## src/rtl/det_pkg.sv

```systemverilog
// Shared constants, types and the multiply schedule for the determinant sequencer.
package det_pkg;

  localparam int ELEM_W = 8;
  localparam int DIM    = 5;
  localparam int ROW_W  = DIM * ELEM_W;
  localparam int MAT_W  = DIM * ROW_W;
  localparam int STEPS3 = 9;
  localparam int STEPS2 = 2;

  typedef enum logic [1:0] {IDLE, RUN, FIN} state_t;

  typedef enum logic [2:0] {LOAD_TMP, SUB_TMP, ADD_ACC, SUB_ACC, LOAD_ACC} op_t;

  // Element indices are row-major within the latched 3x3 window (a=0 .. i=8).
  typedef struct packed {
    op_t        op;
    logic [3:0] sel_x;
    logic       use_tmp;
    logic [3:0] sel_y;
  } step_t;

  function automatic step_t schedule(input logic is3, input logic [3:0] idx);
    step_t s;
    s = '{LOAD_TMP, 4'd0, 1'b0, 4'd0};
    if (is3) begin
      case (idx)
        4'd0: s = '{LOAD_TMP, 4'd4, 1'b0, 4'd8};
        4'd1: s = '{SUB_TMP,  4'd5, 1'b0, 4'd7};
        4'd2: s = '{ADD_ACC,  4'd0, 1'b1, 4'd0};
        4'd3: s = '{LOAD_TMP, 4'd3, 1'b0, 4'd8};
        4'd4: s = '{SUB_TMP,  4'd5, 1'b0, 4'd6};
        4'd5: s = '{SUB_ACC,  4'd1, 1'b1, 4'd0};
        4'd6: s = '{LOAD_TMP, 4'd3, 1'b0, 4'd7};
        4'd7: s = '{SUB_TMP,  4'd4, 1'b0, 4'd6};
        4'd8: s = '{ADD_ACC,  4'd2, 1'b1, 4'd0};
        default: ;
      endcase
    end else begin
      case (idx)
        4'd0: s = '{LOAD_ACC, 4'd0, 1'b0, 4'd4};
        4'd1: s = '{SUB_ACC,  4'd1, 1'b0, 4'd3};
        default: ;
      endcase
    end
    return s;
  endfunction

  // Positions outside the 5x5 bus read as zero so the window latch never slices past the bus.
  function automatic logic [ELEM_W-1:0] fetch(input logic [MAT_W-1:0] m,
                                               input logic [3:0] r,
                                               input logic [3:0] c);
    if (r >= 4'(DIM) || c >= 4'(DIM)) return '0;
    return m[int'(r) * ROW_W + int'(c) * ELEM_W +: ELEM_W];
  endfunction

endpackage

```

## src/rtl/det_sequencer_if.sv

```systemverilog
// Request/response bundle between the coprocessor control and the determinant sequencer.
interface det_sequencer_if;
  import det_pkg::*;

  logic              start;
  logic              size3;
  logic [2:0]        row_off;
  logic [2:0]        col_off;
  logic [MAT_W-1:0]  matrix_a;
  logic              busy;
  logic              done;
  logic              err;
  logic [ELEM_W-1:0] result;

  modport master (output start, size3, row_off, col_off, matrix_a,
                  input  busy, done, err, result);

  modport slave  (input  start, size3, row_off, col_off, matrix_a,
                  output busy, done, err, result);

endinterface

```

## src/rtl/det_mac_unit.sv

```systemverilog
// Single 8x8 multiplier feeding a load/add/subtract into the acc or tmp register.
module det_mac_unit
  import det_pkg::*;
(
  input  logic              clk,
  input  logic              rst,
  input  logic              clr,
  input  logic              en,
  input  op_t               op,
  input  logic [ELEM_W-1:0] x,
  input  logic [ELEM_W-1:0] y,
  output logic [ELEM_W-1:0] acc,
  output logic [ELEM_W-1:0] tmp
);

  logic [ELEM_W-1:0] prod;

  assign prod = x * y;

  always_ff @(posedge clk or posedge rst) begin
    if (rst) begin
      acc <= '0;
      tmp <= '0;
    end else if (clr) begin
      acc <= '0;
      tmp <= '0;
    end else if (en) begin
      case (op)
        LOAD_TMP: tmp <= prod;
        SUB_TMP:  tmp <= tmp - prod;
        ADD_ACC:  acc <= acc + prod;
        SUB_ACC:  acc <= acc - prod;
        LOAD_ACC: acc <= prod;
        default:  ;
      endcase
    end
  end

endmodule

```

## src/rtl/det_sequencer.sv

```systemverilog
// Multi-cycle 2x2/3x3 determinant of a submatrix of the packed 5x5 bus, mod 2^ELEM_W,
// stepping one shared multiplier through a fixed schedule.
module det_sequencer
  import det_pkg::*;
(
  input  logic           clk,
  input  logic           rst,
  det_sequencer_if.slave bus
);

  state_t            state, next_state;
  logic [ELEM_W-1:0] elems [9];
  logic              is3;
  logic              bad;
  logic [3:0]        step;
  logic [3:0]        span;
  logic              range_bad;
  logic              last_step;
  logic              accept;
  logic              run_en;
  logic              finish;
  step_t             sched;
  logic [ELEM_W-1:0] op_x, op_y, acc, tmp;

  assign span      = bus.size3 ? 4'd3 : 4'd2;
  assign range_bad = (({1'b0, bus.row_off} + span) > 4'(DIM)) ||
                     (({1'b0, bus.col_off} + span) > 4'(DIM));
  assign last_step = (step == (is3 ? 4'(STEPS3 - 1) : 4'(STEPS2 - 1)));

  assign sched = schedule(is3, step);
  assign op_x  = elems[sched.sel_x];
  assign op_y  = sched.use_tmp ? tmp : elems[sched.sel_y];

  always_ff @(posedge clk or posedge rst) begin
    if (rst) state <= IDLE;
    else     state <= next_state;
  end

  always_comb begin
    next_state = state;
    case (state)
      IDLE:    if (bus.start) next_state = range_bad ? FIN : RUN;
      RUN:     if (last_step) next_state = FIN;
      FIN:     next_state = IDLE;
      default: next_state = IDLE;
    endcase
  end

  always_comb begin
    accept = 1'b0;
    run_en = 1'b0;
    finish = 1'b0;
    case (state)
      IDLE:    accept = bus.start;
      RUN:     run_en = 1'b1;
      FIN:     finish = 1'b1;
      default: ;
    endcase
  end

  // A rejected request skips RUN, so bad alone decides err and a zero result at FIN.
  always_ff @(posedge clk or posedge rst) begin
    if (rst) begin
      for (int k = 0; k < 9; k++) elems[k] <= '0;
      is3        <= 1'b0;
      bad        <= 1'b0;
      step       <= '0;
      bus.busy   <= 1'b0;
      bus.done   <= 1'b0;
      bus.err    <= 1'b0;
      bus.result <= '0;
    end else begin
      bus.done <= 1'b0;
      if (accept) begin
        for (int k = 0; k < 9; k++)
          elems[k] <= fetch(bus.matrix_a, {1'b0, bus.row_off} + 4'(k / 3),
                            {1'b0, bus.col_off} + 4'(k % 3));
        is3      <= bus.size3;
        bad      <= range_bad;
        step     <= '0;
        bus.busy <= 1'b1;
        bus.err  <= 1'b0;
      end
      if (run_en) step <= step + 4'd1;
      if (finish) begin
        bus.result <= bad ? '0 : acc;
        bus.err    <= bad;
        bus.done   <= 1'b1;
        bus.busy   <= 1'b0;
      end
    end
  end

  det_mac_unit u_mac (
    .clk (clk),
    .rst (rst),
    .clr (accept),
    .en  (run_en),
    .op  (sched.op),
    .x   (op_x),
    .y   (op_y),
    .acc (acc),
    .tmp (tmp)
  );

endmodule

```

## src/flat_wrapper.sv

```systemverilog
// flat-port wrapper written by rule: the top's interface ports become plain ports
module det_sequencer_flat import det_pkg::*;
  (clk, rst, bus_start, bus_size3, bus_row_off, bus_col_off, bus_matrix_a, bus_busy, bus_done, bus_err, bus_result);
  det_sequencer_if bus_i ();
  input  logic clk;
  input  logic rst;
  input wire logic [$bits(bus_i.start)-1:0] bus_start;
  input wire logic [$bits(bus_i.size3)-1:0] bus_size3;
  input wire logic [$bits(bus_i.row_off)-1:0] bus_row_off;
  input wire logic [$bits(bus_i.col_off)-1:0] bus_col_off;
  input wire logic [$bits(bus_i.matrix_a)-1:0] bus_matrix_a;
  output wire logic [$bits(bus_i.busy)-1:0] bus_busy;
  output wire logic [$bits(bus_i.done)-1:0] bus_done;
  output wire logic [$bits(bus_i.err)-1:0] bus_err;
  output wire logic [$bits(bus_i.result)-1:0] bus_result;
  assign bus_i.start = bus_start;
  assign bus_i.size3 = bus_size3;
  assign bus_i.row_off = bus_row_off;
  assign bus_i.col_off = bus_col_off;
  assign bus_i.matrix_a = bus_matrix_a;
  assign bus_busy = bus_i.busy;
  assign bus_done = bus_i.done;
  assign bus_err = bus_i.err;
  assign bus_result = bus_i.result;
  det_sequencer u_core (.clk(clk), .rst(rst), .bus(bus_i));
endmodule
```

## config.mk

```make
export PLATFORM = sky130hd
export DESIGN_NAME = det_sequencer_flat
export DESIGN_NICKNAME = d
export VERILOG_FILES = /design/src/rtl/det_pkg.sv /design/src/rtl/det_sequencer_if.sv /design/src/rtl/det_mac_unit.sv /design/src/rtl/det_sequencer.sv /design/src/flat_wrapper.sv
export SDC_FILE = /design/constraint.sdc
export NUM_CORES = 1
export LEC_CHECK = 0
export ABC_AREA = 1
export BUFFER_PORTS_ARGS = -buffer_cell sky130_fd_sc_hd__buf_2
export CORE_MARGIN = 8
export CORE_UTILIZATION = 33
export DETAILED_ROUTE_END_ITERATION = 12
export GPL_ROUTABILITY_DRIVEN = 0
export SYNTH_ARGS = -nofsm -noshare
export SYNTH_HDL_FRONTEND = slang
export SYNTH_HIERARCHICAL = 1
export SYNTH_SLANG_ARGS = --single-unit
```

## constraint.sdc

```tcl
create_clock -name clk -period 5.51 [get_ports clk]
set_clock_uncertainty 0.1 [all_clocks]
set_input_delay 0.551 -clock clk [delete_from_list [all_inputs] [get_ports clk]]
set_output_delay 0.551 -clock clk [all_outputs]
set_load 0.01 [all_outputs]
```

==> load_flow_metrics.sql <==
INSERT INTO impl_metrics (metric_group, metric, value, unit) VALUES
('setup_path', 'cp-startpoint', 'u_core/step[0]', ''),
('yosys', 'synth_top_cells_by_area', 'sky130_fd_sc_hd__nand2_1, sky130_fd_sc_hd__nand3_1, sky130_fd_sc_hd__dfrtp_1', ''),
('setup_path', 'timing.critical_path.mode_cell', 'sky130_fd_sc_hd__nand2_1', ''),
('sta', 'timing_worst_slew_pin_value', '1.34', 'ns'),
('detailed_routing', 'route.vias.total', '27300', ''),
('power', 'worst_ir_drop_vdd', '0.847', 'mV'),
('sta', 'final.min_clock_period', '5.63', 'ns'),
('sta', 'max_freq', '0.178', 'GHz'),
('detailed_routing', 'drt_iter0_markers', '4078', ''),
('layout', 'syn_to_final_growth', '17.0', '%'),
('yosys', 'synth_top_cell_area_share', '28.4', '%'),
('yosys', 'yosysWarningCount', '6', ''),
('floorplan', 'floorplan.core_area', '61700', 'sq um'),
('place', 'dp.cells', '4796', ''),
('global_route', 'wire_length_of_the_first_global_routing_pass', '152000', 'microns'),
('layout', 'filler_cell_count', '6966', ''),
('run_status', 'failed_checks', 'negative setup slack', ''),
('clock_tree', 'cts_clk_pin_slew_worst_paths', '0.08', 'ns'),
('min_path', 'worst_hold_class', 'in -> async', ''),
('power', 'p_leak', '12.5', 'nW'),
('sta', 'setup_total_negative_slack', '-0.150', 'ns'),
('yosys', 'synth-edff-count', '0', ''),
('yosys', 'leading_cell_type_by_number_of_instances_after_synthesis', 'sky130_fd_sc_hd__nand2_1', ''),
('yosys', 'netlist-cell-type-count', '48', ''),
('yosys', 'synth.largest_area_cell', 'sky130_fd_sc_hd__nand2_1', ''),
('global_route', 'maximum_number_of_pins_on_one_net_before_global_route_repair', '205', ''),
('run_status', 'status', 'complete, but fails checks', ''),
('setup_path', 'critPathRequiredTime', '5.69', 'ns'),
('sta', 'final-max-slew-violation-count', '0', ''),
('sta', 'final_critical_path_setup_slack', '-0.118', 'ns'),
('power', 'power-per-cell-area', '761', 'nW/um^2'),
('yosys', 'postSynth.topFlopCell', 'sky130_fd_sc_hd__dfrtp_1', ''),
('setup_path', 'startpoint_type_of_the_worst_setup_path', 'register', ''),
('yosys', 'register_bit_total_from_synthesis', '107', ''),
('setup_path', 'critical_path_class', 'reg -> reg', ''),
('yosys', 'synth.net_count', '4124', ''),
('floorplan', 'floorplan.die.width', '266', 'microns'),
('floorplan', 'initial_core_util', '33.4', '%'),
('sta', 'min_period_over_period', '102', '%'),
('clock_tree', 'cts_root_buffer', 'sky130_fd_sc_hd__clkbuf_16', ''),
('floorplan', 'die_area', '70700', 'sq um'),
('detailed_routing', 'via_per_inst', '5.64', ''),
('setup_path', 'end_kind', 'register', ''),
('yosys', 'ffs_w_async_s_r_synth', '100', '%'),
('detailed_routing', 'ant_nets', '0', ''),
('detailed_routing', 'drcViolationCount', '0', ''),
('global_route', 'first_global_vias', '24800', ''),
('place', 'io_buffer_count', '220', ''),
('sta', 'worst_slew_margin_rel', '9.49', '%'),
('global_route', 'grt.total_usage', '27.7', '%'),
('setup_path', 'cpPeakStageDelay', '0.51', 'ns'),
('setup_path', 'critPathMaxFanout', '5', ''),
('place', 'hpwl', '78600', 'microns'),
('sta', 'setup_violations', '3', ''),
('detailed_routing', 'dr.pass1.iters', '8', ''),
('clock_tree', 'cts-htree-levels', '3', ''),
('yosys', 'synth_area', '20600', 'sq um'),
('detailed_routing', 'post_drt_wl_per_cell', '21.1', 'microns'),
('yosys', 'seq_area_frac_synth', '13.0', '%'),
('layout', 'final_design_area_no_fill', '24100', 'sq um'),
('detailed_routing', 'wl', '102000', 'microns'),
('clock_tree', 'cts_tree', 'built', ''),
('floorplan', 'fp.dieH', '266', 'microns'),
('layout', 'drive_above_1_share', '14.8', '%'),
('clock_tree', 'clkLatencyLatePin', '0.38', 'ns'),
('layout', 'final_cells', '4836', ''),
('layout', 'final_nets', '4319', ''),
('power', 'power', '18.4', 'mW'),
('setup_path', 'cp_slowest_cell', 'sky130_fd_sc_hd__fa_1', ''),
('clock_tree', 'cts_inserted_buffers', '9', ''),
('place', 'post_dp_cell_area', '23200', 'sq um');
area by class of cell:
| type | count | area (sq um) | area share (%) |
|---|---|---|---|
| well taps | 837 | 1050 | 4.34 |
| inverters | 324 | 1230 | 5.11 |
| clock inverters | 7 | 110 | 0.457 |
| diodes | 1 | 2.50 | 0.0104 |
| clock buffers | 9 | 225 | 0.934 |
| multi-input cells | 3155 | 16200 | 67.4 |
| flip-flops and latches | 107 | 2680 | 11.1 |
| repair buffers | 396 | 2570 | 10.7 |
registers in the layout, summed over array words and instances (netlist names):
name / count
u_core/step: 4
u_core/u_mac/tmp: 8
u_core/bad: 1
u_core/bus.err: 1
u_core/bus.result: 8
u_core/elems: 72
u_core/u_mac/acc: 8
u_core/bus.done: 1
u_core/state: 2
u_core/is3: 1
u_core/bus.busy: 1
cell families (layout without fill, tap and decap cells):
family	Yosys count	in the layout	synth area share (%)
buffers and inverters	537	736	10.7
XOR/XNOR	38	38	1.91
AND/OR/NAND/NOR	2355	2356	48.2
flip-flops	107	107	13.0
other	0	1	0
adder cells (fa/ha/maj)	116	116	7.95
AO/OA/AOI/OAI	643	643	18.1
multiplexers	2	2	0.0971
routing by layer:
metal  global-route usage (%)  wire (microns)  vias up
met4                     19.1            8300        6
li1                         -               -    12800
met5                    0.970             122        -
met2                     41.8           43000     1819
met3                     8.49           13200      404
met1                     33.5           37400    12200
what timing repair did:
action,CTS,global route
gates resized for setup,42,55
hold buffers,0,0
endpoints found under the setup margin,4,7
gates cloned,1,1
pin swaps,40,42
setup buffers,15,7
report_power, final:
part | total, mW | internal, mW | switching [mW]
sequential | 1.28 | 1.03 | 0.252
clock | 0.727 | 0.375 | 0.353
combinational | 16.3 | 6.91 | 9.43
critical path, delay by kind of cell (launching register included):
family | cells | cell delay (ns)
buffers and inverters | 4 | 0.36
AOI/OAI and AO/OA | 4 | 0.52
adders and majority gates | 7 | 2.62
DFF | 1 | 0.47
xor gates and xnor gates | 1 | 0.12
and+or+nand+nor | 16 | 1.32
path summary, 6_finish.rpt:
kind,to,slack (ns),cells after the start
min,u_core/bus.busy,0.02,2
max,u_core/u_mac/acc[7],-0.12,32
max reg2reg,u_core/u_mac/acc[7],-0.12,32
max in group asynchronous,u_core/elems[46],4.05,3
min reg2reg,u_core/bus.busy,0.38,2
min in group clk,u_core/is3,0.34,3
cell usage in the layout, fill, tap and decap left out, types with 6 or more instances in the layout:
master                      netlist  layout
sky130_fd_sc_hd__nand2_1       1558    1539
sky130_fd_sc_hd__nand3_1        540     533
sky130_fd_sc_hd__o21ai_0        294     287
sky130_fd_sc_hd__inv_1          305     284
sky130_fd_sc_hd__buf_2           84     220
sky130_fd_sc_hd__o211ai_1       177     177
sky130_fd_sc_hd__buf_4           10     158
sky130_fd_sc_hd__nor2_1         125     121
sky130_fd_sc_hd__a21oi_1        117     112
sky130_fd_sc_hd__dfrtp_1        107     104
sky130_fd_sc_hd__ha_1            91      76
sky130_fd_sc_hd__and2_1          34      33
sky130_fd_sc_hd__o21ai_1         30      32
sky130_fd_sc_hd__inv_2           11      26
sky130_fd_sc_hd__nand4_1         24      24
sky130_fd_sc_hd__nand2_2         14      23
sky130_fd_sc_hd__or2_2           18      18
sky130_fd_sc_hd__nand3b_1        18      18
sky130_fd_sc_hd__xor2_1          20      18
sky130_fd_sc_hd__fa_1            25      18
sky130_fd_sc_hd__nand2_4          1      11
sky130_fd_sc_hd__ha_4             0      11
sky130_fd_sc_hd__clkbuf_16        0      10
sky130_fd_sc_hd__nand3_2          4      10
sky130_fd_sc_hd__a21oi_2          4       9
sky130_fd_sc_hd__o21ai_2          6       9
sky130_fd_sc_hd__buf_6            7       9
sky130_fd_sc_hd__xor2_2           6       8
sky130_fd_sc_hd__clkinv_1         8       8
sky130_fd_sc_hd__buf_12           0       8
sky130_fd_sc_hd__xnor2_2          2       7
sky130_fd_sc_hd__nor2_2           4       7
sky130_fd_sc_hd__o22ai_1          6       6
per-stage QoR:
stage | worst slack [ns] | util, %
floorplan | 0.00230 | -
global placement | -0.183 | 37.6
detailed placement | -0.221 | 37.6
CTS | -0.105 | 38.6
global route | -0.364 | 39.1
finish | -0.118 | 39.1
Power figures use the tool's default switching activity.
